--- src/rtl/pkt_writer_if.sv ---
// Byte-stream ingress, mem write bus and proc start handshake used by pkt_writer.
// master = pkt_writer side, slave = port/mem/proc side.
interface pkt_writer_if;
    logic        in_valid_i;
    logic [7:0]  in_data_i;
    logic        in_last_i;
    logic        in_ready_o;
    logic        mem_ce_o;
    logic        mem_we_o;
    logic [31:0] mem_addr_o;
    logic [3:0]  mem_width_o;
    logic [31:0] mem_data_o;
    logic        proc_ready_i;
    logic        proc_start_o;
    logic [31:0] pkt_addr_o;

    modport master (
        input  in_valid_i, in_data_i, in_last_i, proc_ready_i,
        output in_ready_o, mem_ce_o, mem_we_o, mem_addr_o, mem_width_o, mem_data_o,
        output proc_start_o, pkt_addr_o
    );

    modport slave (
        output in_valid_i, in_data_i, in_last_i, proc_ready_i,
        input  in_ready_o, mem_ce_o, mem_we_o, mem_addr_o, mem_width_o, mem_data_o,
        input  proc_start_o, pkt_addr_o
    );
endinterface

--- src/rtl/pkt_writer.sv ---
// Packs an ingress byte stream into 32-bit words, writes a length header, then starts proc.
// Define PKT_WRITER_TRUNC_FLAG_EN to report truncation in header bit 31.
module pkt_writer #(
    parameter logic [31:0] BASE_ADDR = 32'd0,
    parameter int          MAX_LEN   = 1514
) (
    input  logic         clk,
    input  logic         rst,
    pkt_writer_if.master io_bus
);
    localparam int          LEN_W   = $clog2(MAX_LEN + 1);
    localparam logic [31:0] LEN_MAX = MAX_LEN;

    typedef enum logic [2:0] {RECV, TAIL, HDR, START, BUSY} state_t;

    state_t           r_state;
    logic [31:0]      r_pack;
    logic [LEN_W-1:0] r_len;
    logic             r_trunc;
    logic [1:0]       r_tail_left;
    logic             r_busy_first;
    logic             r_ce;
    logic [31:0]      r_addr;
    logic [3:0]       r_width;
    logic [31:0]      r_data;
    logic             r_start;

    logic        w_ready;
    logic        w_accept;
    logic        w_store;
    logic        w_word_done;
    logic [31:0] w_len_cur;
    logic [31:0] w_len_next;
    logic [31:0] w_pack_next;
    logic [1:0]  w_rem;
    logic [31:0] w_hdr;

    function automatic logic [7:0] pick_byte(input logic [31:0] word, input logic [1:0] pos);
        case (pos)
            2'd0:    pick_byte = word[7:0];
            2'd1:    pick_byte = word[15:8];
            2'd2:    pick_byte = word[23:16];
            default: pick_byte = word[31:24];
        endcase
    endfunction

    assign w_ready     = (r_state == RECV) && !rst;
    assign w_accept    = io_bus.in_valid_i && w_ready;
    assign w_len_cur   = 32'(r_len);
    assign w_store     = w_len_cur < LEN_MAX;
    assign w_len_next  = w_store ? w_len_cur + 32'd1 : w_len_cur;
    assign w_pack_next = w_store ? {r_pack[23:0], io_bus.in_data_i} : r_pack;
    assign w_word_done = w_store && (w_len_cur[1:0] == 2'd3);
    assign w_rem       = w_len_next[1:0];

`ifdef PKT_WRITER_TRUNC_FLAG_EN
    assign w_hdr = {r_trunc, w_len_cur[30:0]};
`else
    assign w_hdr = w_len_cur;
`endif

    // Each write is launched on the edge that decides it, so the first tail byte
    // leaves with the last accepted byte and TAIL only covers the remaining ones.
    always_ff @(posedge clk or posedge rst) begin
        if (rst) begin
            r_state      <= RECV;
            r_pack       <= '0;
            r_len        <= '0;
            r_trunc      <= 1'b0;
            r_tail_left  <= '0;
            r_busy_first <= 1'b0;
            r_ce         <= 1'b0;
            r_addr       <= '0;
            r_width      <= '0;
            r_data       <= '0;
            r_start      <= 1'b0;
        end else begin
            // NOTE: non-blocking defaults make ce/start single-cycle pulses; later assignments win.
            r_ce    <= 1'b0;
            r_start <= 1'b0;
            case (r_state)
                RECV: if (w_accept) begin
                    r_pack <= w_pack_next;
                    r_len  <= w_len_next[LEN_W-1:0];
                    if (!w_store) r_trunc <= 1'b1;
                    if (w_word_done) begin
                        r_ce    <= 1'b1;
                        r_width <= 4'd4;
                        r_addr  <= BASE_ADDR + 32'd1 + w_len_cur;
                        r_data  <= w_pack_next;
                    end
                    if (io_bus.in_last_i) begin
                        if (w_rem == 2'd0) begin
                            r_state <= HDR;
                        end else begin
                            r_ce        <= 1'b1;
                            r_width     <= 4'd1;
                            r_addr      <= BASE_ADDR + 32'd4 + w_len_next - {30'd0, w_rem};
                            r_data      <= {24'd0, pick_byte(w_pack_next, w_rem - 2'd1)};
                            r_tail_left <= w_rem - 2'd1;
                            r_state     <= (w_rem == 2'd1) ? HDR : TAIL;
                        end
                    end
                end
                TAIL: begin
                    r_ce        <= 1'b1;
                    r_width     <= 4'd1;
                    r_addr      <= r_addr + 32'd1;
                    r_data      <= {24'd0, pick_byte(r_pack, r_tail_left - 2'd1)};
                    r_tail_left <= r_tail_left - 2'd1;
                    if (r_tail_left == 2'd1) r_state <= HDR;
                end
                HDR: begin
                    r_ce    <= 1'b1;
                    r_width <= 4'd4;
                    r_addr  <= BASE_ADDR;
                    r_data  <= w_hdr;
                    r_state <= START;
                end
                START: if (io_bus.proc_ready_i) begin
                    r_start      <= 1'b1;
                    r_busy_first <= 1'b1;
                    r_state      <= BUSY;
                end
                BUSY: begin
                    // proc still shows ready in the cycle it samples the start pulse
                    if (r_busy_first) begin
                        r_busy_first <= 1'b0;
                    end else if (io_bus.proc_ready_i) begin
                        r_len   <= '0;
                        r_trunc <= 1'b0;
                        r_state <= RECV;
                    end
                end
                default: r_state <= RECV;
            endcase
        end
    end

    assign io_bus.in_ready_o   = w_ready;
    assign io_bus.mem_ce_o     = r_ce;
    assign io_bus.mem_we_o     = r_ce;
    assign io_bus.mem_addr_o   = r_addr;
    assign io_bus.mem_width_o  = r_width;
    assign io_bus.mem_data_o   = r_data;
    assign io_bus.proc_start_o = r_start;
    assign io_bus.pkt_addr_o   = BASE_ADDR + 32'd4;
endmodule

--- src/flat_wrapper.sv ---
// flat-port wrapper written by rule: the top's interface ports become plain ports
module pkt_writer_flat 
#(
    parameter logic [31:0] BASE_ADDR = 32'd0,
    parameter int          MAX_LEN   = 1514
)
  (clk, rst, io_bus_in_valid_i, io_bus_in_data_i, io_bus_in_last_i, io_bus_proc_ready_i, io_bus_in_ready_o, io_bus_mem_ce_o, io_bus_mem_we_o, io_bus_mem_addr_o, io_bus_mem_width_o, io_bus_mem_data_o, io_bus_proc_start_o, io_bus_pkt_addr_o);
  pkt_writer_if io_bus_i ();
  input  logic clk;
  input  logic rst;
  input wire logic [$bits(io_bus_i.in_valid_i)-1:0] io_bus_in_valid_i;
  input wire logic [$bits(io_bus_i.in_data_i)-1:0] io_bus_in_data_i;
  input wire logic [$bits(io_bus_i.in_last_i)-1:0] io_bus_in_last_i;
  input wire logic [$bits(io_bus_i.proc_ready_i)-1:0] io_bus_proc_ready_i;
  output wire logic [$bits(io_bus_i.in_ready_o)-1:0] io_bus_in_ready_o;
  output wire logic [$bits(io_bus_i.mem_ce_o)-1:0] io_bus_mem_ce_o;
  output wire logic [$bits(io_bus_i.mem_we_o)-1:0] io_bus_mem_we_o;
  output wire logic [$bits(io_bus_i.mem_addr_o)-1:0] io_bus_mem_addr_o;
  output wire logic [$bits(io_bus_i.mem_width_o)-1:0] io_bus_mem_width_o;
  output wire logic [$bits(io_bus_i.mem_data_o)-1:0] io_bus_mem_data_o;
  output wire logic [$bits(io_bus_i.proc_start_o)-1:0] io_bus_proc_start_o;
  output wire logic [$bits(io_bus_i.pkt_addr_o)-1:0] io_bus_pkt_addr_o;
  assign io_bus_i.in_valid_i = io_bus_in_valid_i;
  assign io_bus_i.in_data_i = io_bus_in_data_i;
  assign io_bus_i.in_last_i = io_bus_in_last_i;
  assign io_bus_i.proc_ready_i = io_bus_proc_ready_i;
  assign io_bus_in_ready_o = io_bus_i.in_ready_o;
  assign io_bus_mem_ce_o = io_bus_i.mem_ce_o;
  assign io_bus_mem_we_o = io_bus_i.mem_we_o;
  assign io_bus_mem_addr_o = io_bus_i.mem_addr_o;
  assign io_bus_mem_width_o = io_bus_i.mem_width_o;
  assign io_bus_mem_data_o = io_bus_i.mem_data_o;
  assign io_bus_proc_start_o = io_bus_i.proc_start_o;
  assign io_bus_pkt_addr_o = io_bus_i.pkt_addr_o;
  pkt_writer #(.BASE_ADDR(BASE_ADDR), .MAX_LEN(MAX_LEN)) u_core (.clk(clk), .rst(rst), .io_bus(io_bus_i));
endmodule
--- config.mk ---
export PLATFORM = sky130hd
export DESIGN_NAME = pkt_writer_flat
export DESIGN_NICKNAME = d
export VERILOG_FILES = /design/src/rtl/pkt_writer_if.sv /design/src/rtl/pkt_writer.sv /design/src/flat_wrapper.sv
export SDC_FILE = /design/constraint.sdc
export NUM_CORES = 1
export LEC_CHECK = 0
export ABC_AREA = 0
export CAP_MARGIN = 5
export CORE_ASPECT_RATIO = 1.25
export CORE_UTILIZATION = 45
export CTS_BUF_LIST = sky130_fd_sc_hd__clkbuf_4
export CTS_CLUSTER_DIAMETER = 100
export DETAILED_ROUTE_END_ITERATION = 6
export PLACE_DENSITY = 0.81
export SYNTH_ARGS = -nofsm -noshare
export SYNTH_HDL_FRONTEND = slang
export SYNTH_SLANG_ARGS = --single-unit
export TNS_END_PERCENT = 5
--- constraint.sdc ---
create_clock -name clk -period 3.75 [get_ports clk]
set_input_delay 0.5625 -clock clk [delete_from_list [all_inputs] [get_ports clk]]
set_output_delay 0.5625 -clock clk [all_outputs]
set_load 0.03 [all_outputs]
==> metrics <==
CP startpoint kind register; DRT Pass-1 Iters 6; Post-DRT Antenna Nets 0; P per Cell Area 773 nW/um^2; pre-CTS WS approximately 0.25 ns; crit path to u_core.io_bus.mem_addr_o[23]; Post-synth EDFFs 0; Tcrit/Tclk final 94.7%; placed inst area 8480 sq um; crit path max fanout 10; Synth Instances 805; Final Wtd Congestion 0.977; Crit path largest cell delay 0.55 ns; #FFs+latches synth 119; CP Class reg -> reg; Worst R2R Path Depth 12; Final Skew a little under 0.03 ns; Lkg Pwr a little under 4 nW; Distinct cells, synth 79; Chip Height 146 um; FF-to-FF End u_core.io_bus.mem_addr_o[23]; Core Region 16200 sq um; die width about 120 um; Max Cap Viol 0; cell mode on critical path ha_1; Die ar. 17100 sq um; CTS tree done; pins over their slew limit 0; post-synth top area share 39.9%; Hold Buf Count CTS 0; NumNets Final 924; worst vdd ir between 0.3 and 0.4 mV; Hold Path Class in -> async; FP Rows 52; cell area after synthesis 7460 sq um; CP max stage cell dfrtp_1; Area Overhead vs Synth 17.0%; TNS Setup 0 ns; Worst Tran Pin Value 0.602 ns; Congestion Overflow GR 0; drt first-iter violations 709; CTS Sinks around 120; Seq/Total Area, Yosys 39.9%; CTS clock-pin slew for the worst setup and hold paths around 0.13 ns; Post-CTS Setup Bufs 0; WP data required roughly 4.2 ns; Reg2Reg Setup Slack 0.20 ns; vias per cell 6.07; crit-path cells ha_1, inv_1, nor2_1, nand4_1, nor2b_1, ha_1, a21oi_1, nand2_1, a221oi_2, o211a_4, nand2_4, o311ai_1; cell taking the most area after synthesis dfrtp_1; Clock Latency Late Sink 0.57 ns; CP startpoint u_core.r_len[0]; Rel. slew slack between 50% and 60%; Synth Flop Type dfrtp_1; Avg Inst Size Synth 9.27 sq um; Clock Root Buffer clkbuf_4; largest net degree at the start of global routing 80; post-layout minimum cycle time 3.55 ns; WL/cell 19.7 um; initial antenna violation count 0; TritonCTS Buffers 17; Post-DP HPWL 15900 um; CTS Buffer Depth 2; layout cells sized above 1 14.1%; Final Core Density 53.9%; final hold viol count 0; H-tree levels 4; Starting Density 46.0%; CP endpoint kind register; global-route wire length before repair 35200 um; unrepaired setup endpoints after global routing true; vias 6787; I/O pin cnt 117; crit path DAT 4.01 ns; outcome finished, final reports clean; drc violations 0; final instance area 8730 sq um; setup ws final 0.200 ns; number of global-route vias before repair 6504; ranking of synthesized cells by area dfrtp_1 (40%), mux2_2 (4.8%), o21ai_0 (4.6%); GR Util All Layers 27.1%; Min Hold Slack around 0.4 ns; fmax 282 MHz; I/O Buffers 84; Setup violations, final 0; Ys Warns 0; Post-synth ARST share 100%; reg2reg start u_core.r_len[0]; DRT Wirelength between 20000 and 25000 um; ant diodes 0
[synth_stat cells, drive strengths merged, types with 16 or more instances]
master	instances
dfrtp	119
nand2	77
o21ai	74
nor2	65
buf	53
a21oi	32
mux2	32
clkbuf	31
a22o	24
nand3	24
ha	22
and3	20
inv	20
xnor2	18
a222oi	16
[per-stage QoR]
| stage | total power, mW | cells |
|---|---|---|
| after floorplan | 4.58 | 838 |
| after global placement | 5.80 | 1086 |
| after detailed placement | 5.88 | 1086 |
| after CTS | 6.70 | 1118 |
| after global routing | 7.19 | 1118 |
| final | 6.75 | 1118 |
[cell usage in the layout (no fill, tap or decap), types with 5 or more instances in the layout]
cell type,n
a211oi_1,11
a21oi_1,28
a222oi_1,16
a22o_1,24
a22oi_1,11
a31oi_1,13
and2_1,12
and3_1,20
buf_4,31
clkbuf_4,18
clkdlybuf4s50_1,84
conb_1,35
dfrtp_1,119
ha_1,22
inv_1,15
inv_6,5
mux2_2,32
mux2i_1,11
nand2_1,75
nand3_1,24
nand4_1,7
nor2_1,64
nor3_1,11
o211ai_1,10
o21a_1,5
o21ai_0,68
o21ai_1,5
o221ai_1,6
o22ai_1,10
xnor2_1,16
[report_power, final]
part | leakage (nW) | switching, mW | internal [mW]
registers | 1.59 | 0.576 | 1.67
clock network | 0.123 | 0.552 | 0.273
logic | 2.15 | 2.27 | 1.40
total | 3.86 | 3.40 | 3.35
[worst min-delay path by stage]
stage,slack (ns),endpoint
after floorplan,0.48,u_core.r_pack[29]
after global placement,0.47,u_core.io_bus.mem_data_o[9]
after detailed placement,0.48,u_core.io_bus.mem_data_o[0]
after CTS,0.40,u_core.r_tail_left[0]
after global routing,0.45,u_core.io_bus.proc_start_o
final,0.40,u_core.r_tail_left[0]
[cell families after synthesis]
| group | share of synthesized area [%] |
|---|---|
| adders and majority gates | 3.84 |
| buffers and inverters | 7.60 |
| other | 0.101 |
| xor gates and xnor gates | 3.05 |
| and+or+nand+nor | 15.8 |
| DFF | 39.9 |
| AOI/OAI and AO/OA | 23.4 |
| muxes | 6.31 |
[critical path: cells and delay by family, from the launching register on]
family | cells | cell delay (ns)
compound gates | 4 | 1.02
buf+inv | 1 | 0.18
simple gates | 5 | 0.94
flops | 1 | 0.55
fa+ha+maj | 2 | 0.76
[flip-flops by register name, indices dropped and copies added (netlist names)]
signal	flops
u_core.r_tail_left	2
u_core.io_bus.mem_addr_o	32
u_core.io_bus.proc_start_o	1
u_core.io_bus.mem_ce_o	1
u_core.io_bus.mem_width_o	4
u_core.r_pack	32
u_core.r_len	11
u_core.r_busy_first	1
u_core.io_bus.mem_data_o	32
u_core.r_state	3
[what timing repair did]
action | CTS | global route
endpoints found under the hold margin | 0 | 0
gates resized for setup | 0 | 2
setup endpoints to repair | 0 | 9
[layout make-up]
cell class | count | area, sq um
fill | 1454 | 7470
multi-input combinational | 614 | 4060
sequential | 119 | 2980
timing repair buffer | 116 | 1090
tap | 216 | 270
clock buffer | 18 | 135
clock inverter | 14 | 101
inverter | 21 | 86.3
[routing by layer]
layer  vias to the layer above  track usage, %  part of all wire [%]
met1                      3261            33.1                    39
met5                         -               0                     0
met3                        76            5.41                   6.8
met4                         0            15.1                   4.9
li1                       3079               -                     -
met2                       371            44.0                    49
(Power assumes the default switching activity.)
